### config.mk
export PLATFORM = sky130hd
export DESIGN_NAME = reg_write_arbiter
export DESIGN_NICKNAME = d
export VERILOG_FILES = /design/src/rtl/rf_pkg.sv /design/src/rtl/rr_arbiter.sv /design/src/rtl/reg_write_arbiter.sv
export SDC_FILE = /design/constraint.sdc
export NUM_CORES = 1
export LEC_CHECK = 0
export CAP_MARGIN = 40
export CORE_MARGIN = 2
export CORE_UTILIZATION = 38
export CTS_BUF_LIST = sky130_fd_sc_hd__clkbuf_8
export DETAILED_ROUTE_END_ITERATION = 8
export PLACE_DENSITY = 0.78
export SLEW_MARGIN = 30
export SYNTH_ARGS = -nofsm -noshare
export SYNTH_HDL_FRONTEND = slang
export SYNTH_SLANG_ARGS = --single-unit
### constraint.sdc
create_clock -name clock -period 3.21 [get_ports clock]
set_clock_uncertainty 0.1 [all_clocks]
set_input_delay 0.321 -clock clock [delete_from_list [all_inputs] [get_ports clock]]
set_output_delay 0.321 -clock clock [all_outputs]
set_load 0.005 [all_outputs]
### src/rtl/rf_pkg.sv
// Shared register-file constants and writeback requester IDs for the
// register-file write-port logic.
package rf_pkg;
  localparam int NREQ       = 3;
  localparam int DW         = 32;
  localparam int AW         = 5;
  localparam int REQ_ALU    = 0;
  localparam int REQ_LOAD   = 1;
  localparam int REQ_MULDIV = 2;
  localparam int REG_ZERO   = 0;
endpackage

### src/rtl/rr_arbiter.sv
// Combinational round-robin grant: the first valid requester at or after ptr
// wins, and nothing is granted while hold is high.
module rr_arbiter #(
  parameter int NREQ = 3
) (
  input  logic [NREQ-1:0] req,
  input  logic            hold,
  input  logic [1:0]      ptr,
  output logic [NREQ-1:0] grant,
  output logic [1:0]      grant_idx
);
  int   idx;
  logic found;

  always_comb begin
    grant     = '0;
    grant_idx = '0;
    found     = 1'b0;
    idx       = 0;
    for (int k = 0; k < NREQ; k++) begin
      idx = int'(ptr) + k;
      if (idx >= NREQ) idx = idx - NREQ;
      if (!hold && !found && req[idx]) begin
        grant[idx] = 1'b1;
        grant_idx  = idx[1:0];
        found      = 1'b1;
      end
    end
  end
endmodule

### src/rtl/reg_write_arbiter.sv
// Round-robin arbiter sharing the register file's single write port among
// the writeback requesters; the winning write is registered onto the port.
module reg_write_arbiter
  import rf_pkg::*;
#(
  parameter int NREQ = rf_pkg::NREQ,
  parameter int DW   = rf_pkg::DW,
  parameter int AW   = rf_pkg::AW
) (
  input  logic               clock,
  input  logic               reset_n,
  input  logic [NREQ-1:0]    req_valid,
  output logic [NREQ-1:0]    req_ready,
  input  logic [NREQ*AW-1:0] req_reg,
  input  logic [NREQ*DW-1:0] req_data,
  input  logic               hold,
  output logic               RegWrite,
  output logic [AW-1:0]      WriteReg,
  output logic [DW-1:0]      WriteData,
  output logic [1:0]         grant_id,
  output logic               zero_drop,
  output logic [15:0]        wr_count
);
  logic [NREQ-1:0] grant;
  logic [1:0]      grant_idx;
  logic            arb_hold;
  logic            transfer;
  logic [AW-1:0]   sel_reg;
  logic [DW-1:0]   sel_data;

  logic [1:0]    ptr_q, ptr_d;
  logic          reg_write_q, reg_write_d;
  logic [AW-1:0] write_reg_q, write_reg_d;
  logic [DW-1:0] write_data_q, write_data_d;
  logic [1:0]    grant_id_q, grant_id_d;
  logic          zero_drop_q, zero_drop_d;
  logic [15:0]   wr_count_q, wr_count_d;

  // Reset also blocks the grant so req_ready stays low while reset_n is low.
  assign arb_hold = hold | ~reset_n;

  rr_arbiter #(.NREQ(NREQ)) u_rr_arbiter (
    .req       (req_valid),
    .hold      (arb_hold),
    .ptr       (ptr_q),
    .grant     (grant),
    .grant_idx (grant_idx)
  );

  assign req_ready = grant;
  assign transfer  = |grant;
  assign sel_reg   = req_reg[int'(grant_idx)*AW +: AW];
  assign sel_data  = req_data[int'(grant_idx)*DW +: DW];

  always_comb begin
    ptr_d        = ptr_q;
    reg_write_d  = 1'b0;
    zero_drop_d  = 1'b0;
    write_reg_d  = write_reg_q;
    write_data_d = write_data_q;
    grant_id_d   = grant_id_q;
    wr_count_d   = wr_count_q;
    if (transfer) begin
      write_reg_d  = sel_reg;
      write_data_d = sel_data;
      grant_id_d   = grant_idx;
      ptr_d        = (int'(grant_idx) == NREQ - 1) ? 2'd0 : grant_idx + 2'd1;
      // Register 0 is hardwired: the write is accepted but never performed.
      if (sel_reg != AW'(REG_ZERO)) begin
        reg_write_d = 1'b1;
        if (wr_count_q != 16'hFFFF) wr_count_d = wr_count_q + 16'd1;
      end else begin
        zero_drop_d = 1'b1;
      end
    end
  end

  always_ff @(posedge clock or negedge reset_n) begin
    if (!reset_n) begin
      ptr_q        <= '0;
      reg_write_q  <= 1'b0;
      write_reg_q  <= '0;
      write_data_q <= '0;
      grant_id_q   <= '0;
      zero_drop_q  <= 1'b0;
      wr_count_q   <= '0;
    end else begin
      ptr_q        <= ptr_d;
      reg_write_q  <= reg_write_d;
      write_reg_q  <= write_reg_d;
      write_data_q <= write_data_d;
      grant_id_q   <= grant_id_d;
      zero_drop_q  <= zero_drop_d;
      wr_count_q   <= wr_count_d;
    end
  end

  assign RegWrite  = reg_write_q;
  assign WriteReg  = write_reg_q;
  assign WriteData = write_data_q;
  assign grant_id  = grant_id_q;
  assign zero_drop = zero_drop_q;
  assign wr_count  = wr_count_q;
endmodule

==> results.md <==
Place:
- The quantity of I/O buffers inserted on ports is 176.
- Detailed placement finished with a half-perimeter wire length of 8.18 mm.
- The number of cells in the design after placement is 666.
- The post-placement setup slack is 76.0 ps.
- The routability congestion estimate is 0.836.

CTS:
- Counting every sink on the clock net gives 59.
- TritonCTS built the clock tree.
- The H-tree depth is 3.
- The maximum number of buffers from clock root to sink is 2.
- At the later pin of the worst-skew pair, clock insertion delay measures 330 ps.
- In this run the clock root is driven by a sky130_fd_sc_hd__clkbuf_8.
- The clock-pin slew of the registers on the worst-case setup and hold paths is 60 ps.
- The number of buffers inserted by post-CTS setup repair is 0.
- The number of buffers created by CTS is 9.

Routing:
- The number of detailed-route iterations in the first pass is 4.
- Once detail routing completed, the nets flagged for antenna violations numbered 0.
- For this block, the initial DRC count from the detailed router was 119.
- The routed design has 11.0 mm of wire.
- The average routed wire per standard cell is 16.1 um.
- The count of unresolved DRC violations after routing is 0.
- After detailed routing, the number of vias per cell comes to 5.25.
- For this block, the via count after detailed routing is 3,592.

Run:
- Max-cap violations in this run came to 0.

Setup path:
- In this design, the stage delay of the slowest critical-path cell is 480 ps.
- At the worst endpoint, the arrival time is 2670 ps.
- The critical path capture point type is a primary output.
- The worst setup path is launched from a register.
- The required time of the worst setup path is 2790 ps.
- The slowest stage cell on the critical path is sky130_fd_sc_hd__clkdlybuf4s50_1.
- Walking the worst path, the cells encountered are inv_1, ha_2, buf_4, nand2b_1, a31oi_1, o21ai_1, a32oi_1, o21ai_0, clkdlybuf4s50_1.
- The maximum fanout count along the critical path is 5.
- The critical path is of the reg2out type.

Synth:
- Of the post-synthesis cell area, the dominant cell type holds 0.416.
- The synthesized area per cell is 9.00 um^2.
- The largest area contributor in the netlist is sky130_fd_sc_hd__dfrtp_1.
- The count of flip-flops with a built-in enable after synthesis is 0.
- Yosys attributes the largest share of cell area to sky130_fd_sc_hd__dfrtp_1 (42%), sky130_fd_sc_hd__nand2_1 (12%), sky130_fd_sc_hd__mux2i_1 (11%), sky130_fd_sc_hd__o211ai_1 (7.0%), sky130_fd_sc_hd__mux2_2 (2.5%).
- Among all flip-flop cells after synthesis, the most frequent one is sky130_fd_sc_hd__dfrtp_1.
- Of the synthesized area, sequential elements account for 0.416.
- Summing every instance area after synthesis gives 3550 um^2.
- The Yosys step of the flow raised 0 warnings.
- The post-synthesis sequential element count is 59.
- Of all flip-flops after synthesis, the portion carrying an async set or reset was 1.00.
- The number of nets handed over by synthesis was 516.
- The number of standard cells after synthesis is 394.
- The netlist uses 42 different library cells.

Timing:
- At the pin with the least slew margin, the transition time is 657 ps.
- The final clock period utilization by the worst path is 0.961.
- The final setup violation count is 0.
- The number of hold-slack violations in the final timing report is 0.
- The post-route minimum period is 3090 ps.
- Adding up every negative setup slack in the final design gives 0 ps.
- Setup slack on the critical path of the routed design comes to 124 ps.
- The worst pin sits at a relative slew slack of 0.562.
- Setup repair after global routing could not meet its margin everywhere.
- The highest clock frequency the design can meet is 0.324 GHz.
- The final max-slew violation count is 0.

GRT:
- The via count of the first global-routing pass is 3,449.
- For this run the aggregate overflow at the end of global routing stands at 0.
- Entering global routing, the biggest net connects 60 pins.
- The global-route usage over all layers is 0.213.
- The first global-routing pass estimated 17.2 mm of wire.
- The initial antenna violation count came to 0.

Die:
- The die is 101 um wide.
- The die is 101 um tall.
- The die covers 10,100 um^2.
- The initialized floorplan defines 35 standard-cell rows.
- The region available for standard cell placement spans 9150 um^2.
- The number of top-level pins is 177.
- The initial utilization of the core area, before any placement, comes to 0.387.

Layout:
- Fill cells in the final layout number 801.
- The layout net count is 690.
- 0 antenna diodes ended up in the layout.
- Once layout is complete, the cells apart from fillers number 684.
- The area growth from synthesis to layout is 61.3%.
- The proportion of layout cells with a drive suffix above 1 is 0.0890.

Outcome:
- The run finished with clean final reports.

Power:
- The leakage dissipation is 2.45 nW.
- The power per cell area is 701 nW/um^2.
- The maximum resistive drop on vdd is 0.499 mV.

Hold path:
- The classification of the worst-slack hold path is reg2reg.
cells in the mapped netlist (all sizes together), types with 2 or more instances:
cell    count
a221oi      2
nand4       8
o21ai      12
dfrtp      59
clkbuf     13
mux2        8
nor2       13
mux2i      41
a211oi      2
or4         6
ha          5
and3        5
nand2b      2
buf        12
nor2b       5
xor2        3
o211ai     33
nand2     112
nor3        6
inv         6
xnor2      10
nand3      12
nand3b      2
a31oi       4
nor4        4
where the power goes:
| part | switching, mW | internal (mW) | leakage, nW | total, mW |
|---|---|---|---|---|
| logic | 0.998 | 1.11 | 1.60 | 2.11 |
| clock network | 0.283 | 0.397 | 0.110 | 0.680 |
| registers | 0.178 | 1.04 | 0.743 | 1.22 |
stage by stage:
| stage | utilization | hold slack (ps) | area [um^2] | power [mW] |
|---|---|---|---|---|
| floorplan | - | -74.6 | 3550 | 2.27 |
| global route | 0.625 | 386 | 5720 | 4.31 |
| finish | 0.625 | 366 | 5720 | 4.01 |
| global placement | 0.597 | 350 | 5460 | 3.27 |
| detailed placement | 0.597 | 356 | 5460 | 3.33 |
| CTS | 0.620 | 175 | 5670 | 4.03 |
kinds of logic (layout without fill, tap and decap cells):
group,count (synthesis),count (layout),share of synthesized area
adders and majority gates,5,5,0.0176
xor gates and xnor gates,13,13,0.0342
DFF,59,59,0.416
buffers and inverters,31,210,0.0406
AOI/OAI and AO/OA,58,58,0.118
muxes,49,49,0.143
and+or+nand+nor,179,179,0.230
flip-flops by register name (all words and copies together) (netlist names):
signal     count
WriteData     32
wr_count      16
WriteReg       5
grant_id       2
ptr_q          2
RegWrite       1
zero_drop      1
what timing repair did:
item / in CTS / in global routing
hold buffers: 0 / 1
hold endpoints to repair: 0 / 9
endpoints found under the setup margin: 1 / 8
gates resized for setup: 1 / 3
routing by layer:
layer	track usage	part of all wire
met5	0	0
met3	0.0499	0.074
met4	0.0611	0.014
met1	0.272	0.42
met2	0.362	0.49
final timing paths:
kind / startpoint / to / slack [ps] / cells after the start
setup / recovery: ptr_q[1] / req_ready[0] / 120 / 9
hold / removal: WriteData[0] / WriteData[0] / 370 / 2
setup reg to reg: ptr_q[0] / wr_count[6] / 140 / 9
hold reg to reg: WriteData[0] / WriteData[0] / 370 / 2
max in group asynchronous: reset_n / WriteData[4] / 2090 / 4
min in group asynchronous: reset_n / grant_id[1] / 420 / 3
critical path, delay by kind of cell, from the launching register on:
family                     cells  cell delay [ps]
buffers and inverters          3              720
adders and majority gates      1              220
DFF                            1              390
AOI/OAI and AO/OA              4              840
and+or+nand+nor                1              170
layout by cell type, fill, tap and decap left out, types with 2 or more instances in the layout:
cell / instances
sky130_fd_sc_hd__mux2i_2: 2
sky130_fd_sc_hd__clkinv_2: 2
sky130_fd_sc_hd__buf_4: 8
sky130_fd_sc_hd__nor2_1: 13
sky130_fd_sc_hd__xnor2_1: 9
sky130_fd_sc_hd__a221oi_2: 2
sky130_fd_sc_hd__mux2i_1: 39
sky130_fd_sc_hd__clkbuf_8: 11
sky130_fd_sc_hd__dfrtp_1: 59
sky130_fd_sc_hd__nor3_1: 4
sky130_fd_sc_hd__or4_1: 4
sky130_fd_sc_hd__or4_4: 2
sky130_fd_sc_hd__and3_1: 5
sky130_fd_sc_hd__o211ai_1: 33
sky130_fd_sc_hd__nand2_1: 112
sky130_fd_sc_hd__nand2b_1: 2
sky130_fd_sc_hd__buf_12: 2
sky130_fd_sc_hd__nand4_1: 8
sky130_fd_sc_hd__ha_2: 2
sky130_fd_sc_hd__clkdlybuf4s50_1: 175
sky130_fd_sc_hd__inv_1: 7
sky130_fd_sc_hd__xor2_1: 3
sky130_fd_sc_hd__nand3b_1: 2
sky130_fd_sc_hd__a211oi_1: 2
sky130_fd_sc_hd__o21ai_0: 10
sky130_fd_sc_hd__nor2b_1: 5
sky130_fd_sc_hd__a31oi_1: 3
sky130_fd_sc_hd__ha_1: 3
sky130_fd_sc_hd__mux2_2: 8
sky130_fd_sc_hd__nand3_1: 12
sky130_fd_sc_hd__nor4_1: 4
final cells by class:
class / count / area [um^2] / share of cell area
multi-input cells: 304 / 1980 / 0.347
repair buffers: 188 / 1890 / 0.331
flip-flops and latches: 59 / 1480 / 0.258
clock buffers: 11 / 151 / 0.0265
well taps: 111 / 139 / 0.0243
clock inverters: 5 / 52.6 / 0.00919
inverters: 6 / 22.5 / 0.00394
Note: power is estimated with default switching activity, not from simulation.
